### src/rtl/regfile_wb_sched.sv
// regfile_wb_sched
// ----------------
// Writeback scheduler for a 32x32 register file. It has one write port, and
// x0 is hardwired to zero. NUM_REQ writeback requesters (ALU, load unit,
// PID/motor accelerator) share the single write port through round-robin
// valid/ready arbitration. The winning request is registered, and that
// register drives the register file's w_en/rd/wd.
//
// A pending-write scoreboard tracks destinations that have been issued but
// not yet committed. The scoreboard produces a hazard stall for the decode
// stage.
//
// Optional feature (macro REGFILE_WB_FWD_EN): adds forwarding outputs
// fwd1_hit, fwd2_hit and fwd_data. A source operand that matches the write
// currently being committed is then masked out of the stall.
//
// Ports:
//   clk, rst            rising-edge clock, synchronous active-high reset
//   req_valid/req_ready per-requester handshake (ready is one-hot or zero)
//   req_rd, req_wd      packed per-requester destination index / data
//   w_en, rd, wd        registered register-file write port
//   issue_valid/rd      issue stage marks issue_rd as pending
//   chk_rs1/rs2/rd      decode operands checked for hazards
//   stall               hazard on a decode operand
//   pending             scoreboard bit vector
//   wb_err              sticky: commit to a register that was not pending
//   fwd1_hit, fwd2_hit, fwd_data   (REGFILE_WB_FWD_EN only)

module regfile_wb_sched #(
    parameter int NUM_REQ = 3,
    parameter int XLEN    = 32,
    parameter int AW      = 5
) (
    input  logic                    clk,
    input  logic                    rst,
    input  logic [NUM_REQ-1:0]      req_valid,
    output logic [NUM_REQ-1:0]      req_ready,
    input  logic [NUM_REQ*AW-1:0]   req_rd,
    input  logic [NUM_REQ*XLEN-1:0] req_wd,
    output logic                    w_en,
    output logic [AW-1:0]           rd,
    output logic [XLEN-1:0]         wd,
    input  logic                    issue_valid,
    input  logic [AW-1:0]           issue_rd,
    input  logic [AW-1:0]           chk_rs1,
    input  logic [AW-1:0]           chk_rs2,
    input  logic [AW-1:0]           chk_rd,
    output logic                    stall,
    output logic [(1<<AW)-1:0]      pending,
`ifdef REGFILE_WB_FWD_EN
    output logic                    fwd1_hit,
    output logic                    fwd2_hit,
    output logic [XLEN-1:0]         fwd_data,
`endif
    output logic                    wb_err
);

    localparam int NREG = 1 << AW;
    localparam int PW   = $clog2(NUM_REQ);

    logic [PW-1:0]   ptr;
    logic [PW-1:0]   grant_idx;
    logic            grant_any;
    int              arb_idx;
    logic [AW-1:0]   sel_rd;
    logic [XLEN-1:0] sel_wd;
    logic [NREG-1:0] pending_next;
    logic            haz1;
    logic            haz2;
    logic            haz3;

    // Round-robin search: scan from ptr upward and wrap modulo NUM_REQ.
    // The first valid requester wins. Because some valid requester is always
    // granted, a transfer happens every cycle that any valid is asserted.
    always_comb begin
        grant_any = 1'b0;
        grant_idx = '0;
        arb_idx   = 0;
        req_ready = '0;
        for (int k = 0; k < NUM_REQ; k++) begin
            arb_idx = int'(ptr) + k;
            if (arb_idx >= NUM_REQ) begin
                arb_idx = arb_idx - NUM_REQ;
            end
            if (!grant_any && req_valid[arb_idx]) begin
                grant_any = 1'b1;
                grant_idx = PW'(arb_idx);
            end
        end
        if (grant_any) begin
            req_ready[grant_idx] = 1'b1;
        end
    end

    assign sel_rd = req_rd[int'(grant_idx)*AW +: AW];
    assign sel_wd = req_wd[int'(grant_idx)*XLEN +: XLEN];

    always_ff @(posedge clk) begin
        if (rst) begin
            ptr <= '0;
        end else if (grant_any) begin
            ptr <= (int'(grant_idx) == NUM_REQ - 1) ? '0 : grant_idx + 1'b1;
        end
    end

    // A write to x0 is accepted but never reaches the register file.
    // rd and wd keep their old values on idle cycles, and fwd_data relies on that.
    always_ff @(posedge clk) begin
        if (rst) begin
            w_en <= 1'b0;
            rd   <= '0;
            wd   <= '0;
        end else if (grant_any && sel_rd != '0) begin
            w_en <= 1'b1;
            rd   <= sel_rd;
            wd   <= sel_wd;
        end else begin
            w_en <= 1'b0;
        end
    end

    // The clear is applied before the set, so an issue to a register wins
    // over a commit to the same register at the same edge.
    always_comb begin
        pending_next = pending;
        if (w_en) begin
            pending_next[rd] = 1'b0;
        end
        if (issue_valid && issue_rd != '0) begin
            pending_next[issue_rd] = 1'b1;
        end
        pending_next[0] = 1'b0;
    end

    always_ff @(posedge clk) begin
        if (rst) begin
            pending <= '0;
            wb_err  <= 1'b0;
        end else begin
            pending <= pending_next;
            if (w_en && !pending[rd]) begin
                wb_err <= 1'b1;
            end
        end
    end

`ifdef REGFILE_WB_FWD_EN
    // A source that matches the write being committed now can take its value
    // from the write bus. chk_rd still stalls, because forwarding does not
    // resolve a write-after-write hazard.
    assign fwd1_hit = w_en && (rd != '0) && (rd == chk_rs1);
    assign fwd2_hit = w_en && (rd != '0) && (rd == chk_rs2);
    assign fwd_data = wd;
    assign haz1 = (chk_rs1 != '0) && pending[chk_rs1] && !fwd1_hit;
    assign haz2 = (chk_rs2 != '0) && pending[chk_rs2] && !fwd2_hit;
`else
    assign haz1 = (chk_rs1 != '0) && pending[chk_rs1];
    assign haz2 = (chk_rs2 != '0) && pending[chk_rs2];
`endif
    assign haz3  = (chk_rd != '0) && pending[chk_rd];
    assign stall = haz1 | haz2 | haz3;

endmodule

### config.mk
export PLATFORM = sky130hd
export DESIGN_NAME = regfile_wb_sched
export DESIGN_NICKNAME = d
export VERILOG_FILES = /design/src/rtl/regfile_wb_sched.sv
export SDC_FILE = /design/constraint.sdc
export NUM_CORES = 1
export LEC_CHECK = 0
export CORE_MARGIN = 1
export CORE_UTILIZATION = 47
export CTS_CLUSTER_SIZE = 8
export DETAILED_ROUTE_END_ITERATION = 12
export GPL_ROUTABILITY_DRIVEN = 0
export PLACE_DENSITY = 0.9
export SKIP_CTS_REPAIR_TIMING = 1
export SLEW_MARGIN = 5
export SYNTH_ARGS = -nofsm -noshare
export SYNTH_HDL_FRONTEND = slang
export SYNTH_SLANG_ARGS = --single-unit
export TNS_END_PERCENT = 100
### constraint.sdc
create_clock -name clk -period 10.96 [get_ports clk]
set_input_delay 3.288 -clock clk [delete_from_list [all_inputs] [get_ports clk]]
set_output_delay 3.288 -clock clk [all_outputs]
set_load 0.05 [all_outputs]
# Word level (Yosys, flattened, before mapping)
# Cells that the tools add are included.
# totals
regBits	73
input_bits	137
out_inout_bits	75
word_cells	93
# classes
add_sub_neg	6
multipliers	1
order_cmp	15
n_eq_ne	1
shifts	2
muxes	37
n_bitwise	5
n_reduce_logical	19
# op_table
operator	count
$mux W32	5
$lt A32 B4 Y1 const B	3
$shiftx A96 B8 Y32	1
$and A32 B32 Y32	1
$not A32 Y32	1
$or A32 B32 Y32	1
$lt A5 B6 Y1 const B	5
$reduce_bool A5 Y1	5
$bmux W1 S5	4
$mux W1	17
$shiftx A15 B6 Y5	1
$logic_and A1 B1 Y1	11
$demux W1 S5	2
$ge A5 B1 Y1 const B	2
$mux W2	4
$sub A3 B2 Y4 const B	2
$bmux W1 S2	3
$ge A3 B2 Y1 const B	2
$mul A2 B3 Y5 const B	1
$add A2 B1 Y3 const B	1
$add A2 B2 Y3 const B	1
$logic_not A1 Y1	3
$lt A2 B3 Y1 const B	1
$mux W3	1
7 further kinds	8

# Longest topological paths before layout
# logic_depth
depth_word	17
depth_mapped	14
mapped_depth_nobuf	9

# Least setup slack after synthesis
# OpenSTA, ideal clock, no wires.
# synth_timing
path_kind	input port to output port
from	input req_valid[0]
to	output req_ready[0]
arrival_time_ns	5.643
setup_slack_ns	2.029
cell_stages	6
path_cell_list	a21bo_2 -> o221a_2 -> o21a_1 -> nor2_1 -> inv_1 -> nor3_1
# synth_via
elab_chain_cells	15
word_cells_on_any_way	25
classes_between	order compare (2); mux (18); reduce/logical (5)
# synth_lines
element	line_no	source
start: declaration	36	input logic [NUM_REQ-1:0] req_valid,
$bmux W1 S2	85	if (!grant_any && req_valid[arb_idx]) begin
$mux W1 (not written as such) (2 in series)	85	
$mux W1	85	
$logic_not A1 Y1	85	
$logic_and A1 B1 Y1	85	
$mux W1	85	
$logic_not A1 Y1	85	
$logic_and A1 B1 Y1	85	
$mux W2	85	
$lt A2 B3 Y1 (not written as such) or $ge A2 B1 Y1 (tied branches)	91	req_ready[grant_idx] = 1'b1;
$logic_and A1 B1 Y1 (not written as such)	91	
$mux W1 (not written as such)	91	
$demux W1 S2	91	
$mux W3 *	90	if (grant_any) begin
end: declaration	37	output logic [NUM_REQ-1:0] req_ready,
# Every way passes the cells marked *; elsewhere a longest branch is shown, timed or not. The select of a mux whose other input is x is not followed.

# Worst setup path after layout
# Same ends and word-level chain as after synthesis.

==> flow_summary.toml <==
[detailed_routing]
avgRoutedWirePerCell_um = 18.0
wl_um = 16400
routed_via_density = 6.05
vias = 5512
ant_nets = 0
drt_iter0_drc = 501
first_pass_iters = 6
drc_errors = 0

[placed_design]
place_inst = 895
hpwl_um = 12400
io_buffers = 210
placed_area_mm2 = 0.00705

[critical_path]
cp_slowest_cell = "clkdlybuf4s50_1"
path_buf_inv = 2
cp_max_fo = 11
crit_path_max_incr_delay_ns = 0.73
crit_path_cell_trace = "clkdlybuf4s50_1 -> mux2_2 -> a21oi_1 -> o21ai_0 -> nor2_1 -> nor3_1 -> clkdlybuf4s50_1"
crit_top_cell = "clkdlybuf4s50_1"
cp.arrival_ns = 6.20
cp.required_ns = 7.67
worstSetupEndpointType = "output port"
critPathTopFamily = "buffers and inverters"
critPathLaunchType = "input port"
worstSetupPathType = "input port to output port"

[cells_and_area]
nNetsFinal = 911
fin_area_mm2 = 0.00729
layout-drive-gt1-share = 0.0903
finalCoreUtilization = 0.707
synthToLayoutAreaGrowth_pct = 46.3
fin_cells = 911
diodes = 0
nFillCells = 753

[power]
p_seq_frac = 0.223
swShare = 0.490
p_sw_uw = 858
intPower_uw = 893
powerDensity_mw_per_mm2 = 240
p_comb_frac = 0.631
pwr-share-clk = 0.146
p_leak_uw = 0.00260
ir_drop_v = 0.000154

[logic_synthesis]
yosysMostFrequentCell = "nand2_1"
yosys-top-cells-count = "nand2_1 (142), dfxtp_1 (72), mux2i_1 (45), o21ai_0 (40)"
ys_ff_latch = 72
synth-edff-count = 0
syn_area_mm2 = 0.00499
syn_inst = 591
syn_avg_cell_area_um2 = 8.44
synth_flop_cell = "dfxtp_1"
yosysTopAreaCellShare = 0.289
synthTopCellsByArea = "dfxtp_1 (29%), mux4_2 (15%), nand2_1 (11%)"
ys.warnings.count = 0
synth_cell_types = 49
yosysTopAreaCell = "dfxtp_1"
ys_seq_area_frac = 0.289
async_reset_ff_frac = 0
synthesis.nets = 732

[clock_tree]
cts_tree = "done"
cts_sinks = 72
cts-root-buf = "clkbuf_8"
cts_buffers = 9
clk_path_buf_depth = 2
cts.clk_slew.worst_paths_ns = 0.08
cts_max_level = 3
clk_latency_ns = 0.34

[sta]
final.period_utilization = 0.866
tightest_slew_ns = 1.15
finalHoldViolations = 0
rsz0062_at_grt = "no"
relSlewSlack = 0.230
fmax_ghz = 0.105
fin_tns_setup_ns = 0
holdWs_ns = 0.461
slew_viol_final = 0
fin_crit_ns = 9.49
final-setup-viol-count = 0
finClkSkew_ns = 0.00934

[floorplan]
core-area_mm2 = 0.0103
start_util = 0.483
io_pins = 212
num_rows = 37
die_h_um = 105
dieArea_mm2 = 0.0110
fp.dieW_um = 105

[worst_hold_path]
hold_class = "flip-flop to flip-flop"

[flow_run]
cap_violations = 0

[global_route]
grt_pass1_wl_um = 26300
grt_max_degree = 70
grt-ovfl-total = 0
grt_pass1_vias = 5561
grt_use_total = 0.301
antenna_found_initial = 0

[status]
outcome = "complete, no violations"
[cell type report]
| type | count | area [um^2] | area share |
|---|---|---|---|
| clock buffer | 9 | 124 | 0.0170 |
| clock inverter | 7 | 120 | 0.0165 |
| inverter | 13 | 48.8 | 0.00669 |
| multi-input combinational | 460 | 3260 | 0.447 |
| sequential | 72 | 1440 | 0.198 |
| tap | 136 | 170 | 0.0233 |
| timing repair buffer | 214 | 2130 | 0.292 |
[worst reg2reg max path, cell delays in order (launching register included)]
cell and delay [ns]:
dfxtp_1 0.35, inv_1 0.09, ha_1 0.38, mux2_4 0.34
o311a_1 0.45, a21o_1 0.61, a2111o_1 0.59, o31a_1 0.37
a211oi_4 0.27, buf_4 0.51, mux2i_1 0.30
[kinds of logic (layout without fill, tap and decap cells)]
kind of cell / count (synthesis) / count (layout) / share of synthesized area
and+or+nand+nor: 228 / 228 / 0.202
AOI/OAI and AO/OA: 142 / 142 / 0.179
muxes: 85 / 85 / 0.258
DFF: 72 / 72 / 0.289
buffers and inverters: 59 / 243 / 0.0612
adders and majority gates: 4 / 4 / 0.0100
other: 1 / 1 / 0.000752
[layer usage]
layer	share of wire	track usage	wire length, um	vias to the layer above
li1	-	-	-	2515
met1	0.36	0.328	5950	2525
met2	0.50	0.538	8270	407
met3	0.093	0.0599	1520	65
met4	0.041	0.176	679	0
met5	0	0	0	-
[through the flow]
step	power [uW]	worst slack, ns
global placement	1460	1.61
CTS	1750	1.50
finish	1750	1.47
global route	1850	1.19
floorplan	1210	2.03
detailed placement	1490	1.51
[placed cells by master (no fill, tap or decap), types with 4 or more instances in the layout]
cell type	instances
o21a_1	4
mux2_2	5
o211ai_1	32
buf_4	4
a211oi_1	6
o22ai_1	5
dfxtp_1	72
mux4_2	34
nor3b_1	4
mux2i_1	45
a21oi_1	37
clkdlybuf4s50_1	210
nand3_1	38
nand2_1	142
nand3b_1	6
inv_1	12
ha_1	4
nor3_1	6
clkbuf_8	9
nor2_1	14
o21ai_0	40
[final timing paths]
| kind | cells after the start | slack (ns) | endpoint | from |
|---|---|---|---|---|
| max reg2reg | 10 | 6.62 | wd[23]$_SDFFE_PP0P_ | ptr[1]$_SDFFE_PP0P_ |
| max | 7 | 1.47 | req_ready[0] | req_valid[0] |
| min | 2 | 0.46 | wd[13]$_SDFFE_PP0P_ | wd[13]$_SDFFE_PP0P_ |
| min reg2reg | 2 | 0.46 | wd[13]$_SDFFE_PP0P_ | wd[13]$_SDFFE_PP0P_ |
[power by group through the flow]
stage          clock (uW)  combinational [uW]  sequential (uW)
4_1_cts               259                1100              389
3_3_place_gp            0                1070              391
5_1_grt               270                1190              398
2_1_floorplan           0                 649              563
3_5_place_dp            0                1100              394
6_report              256                1100              390
[sequential cells by signal, summed over array words and instances (netlist names)]
signal	flops
wd	32
pending	31
rd	5
ptr	2
w_en	1
wb_err	1
Power figures use the tool's default switching activity.
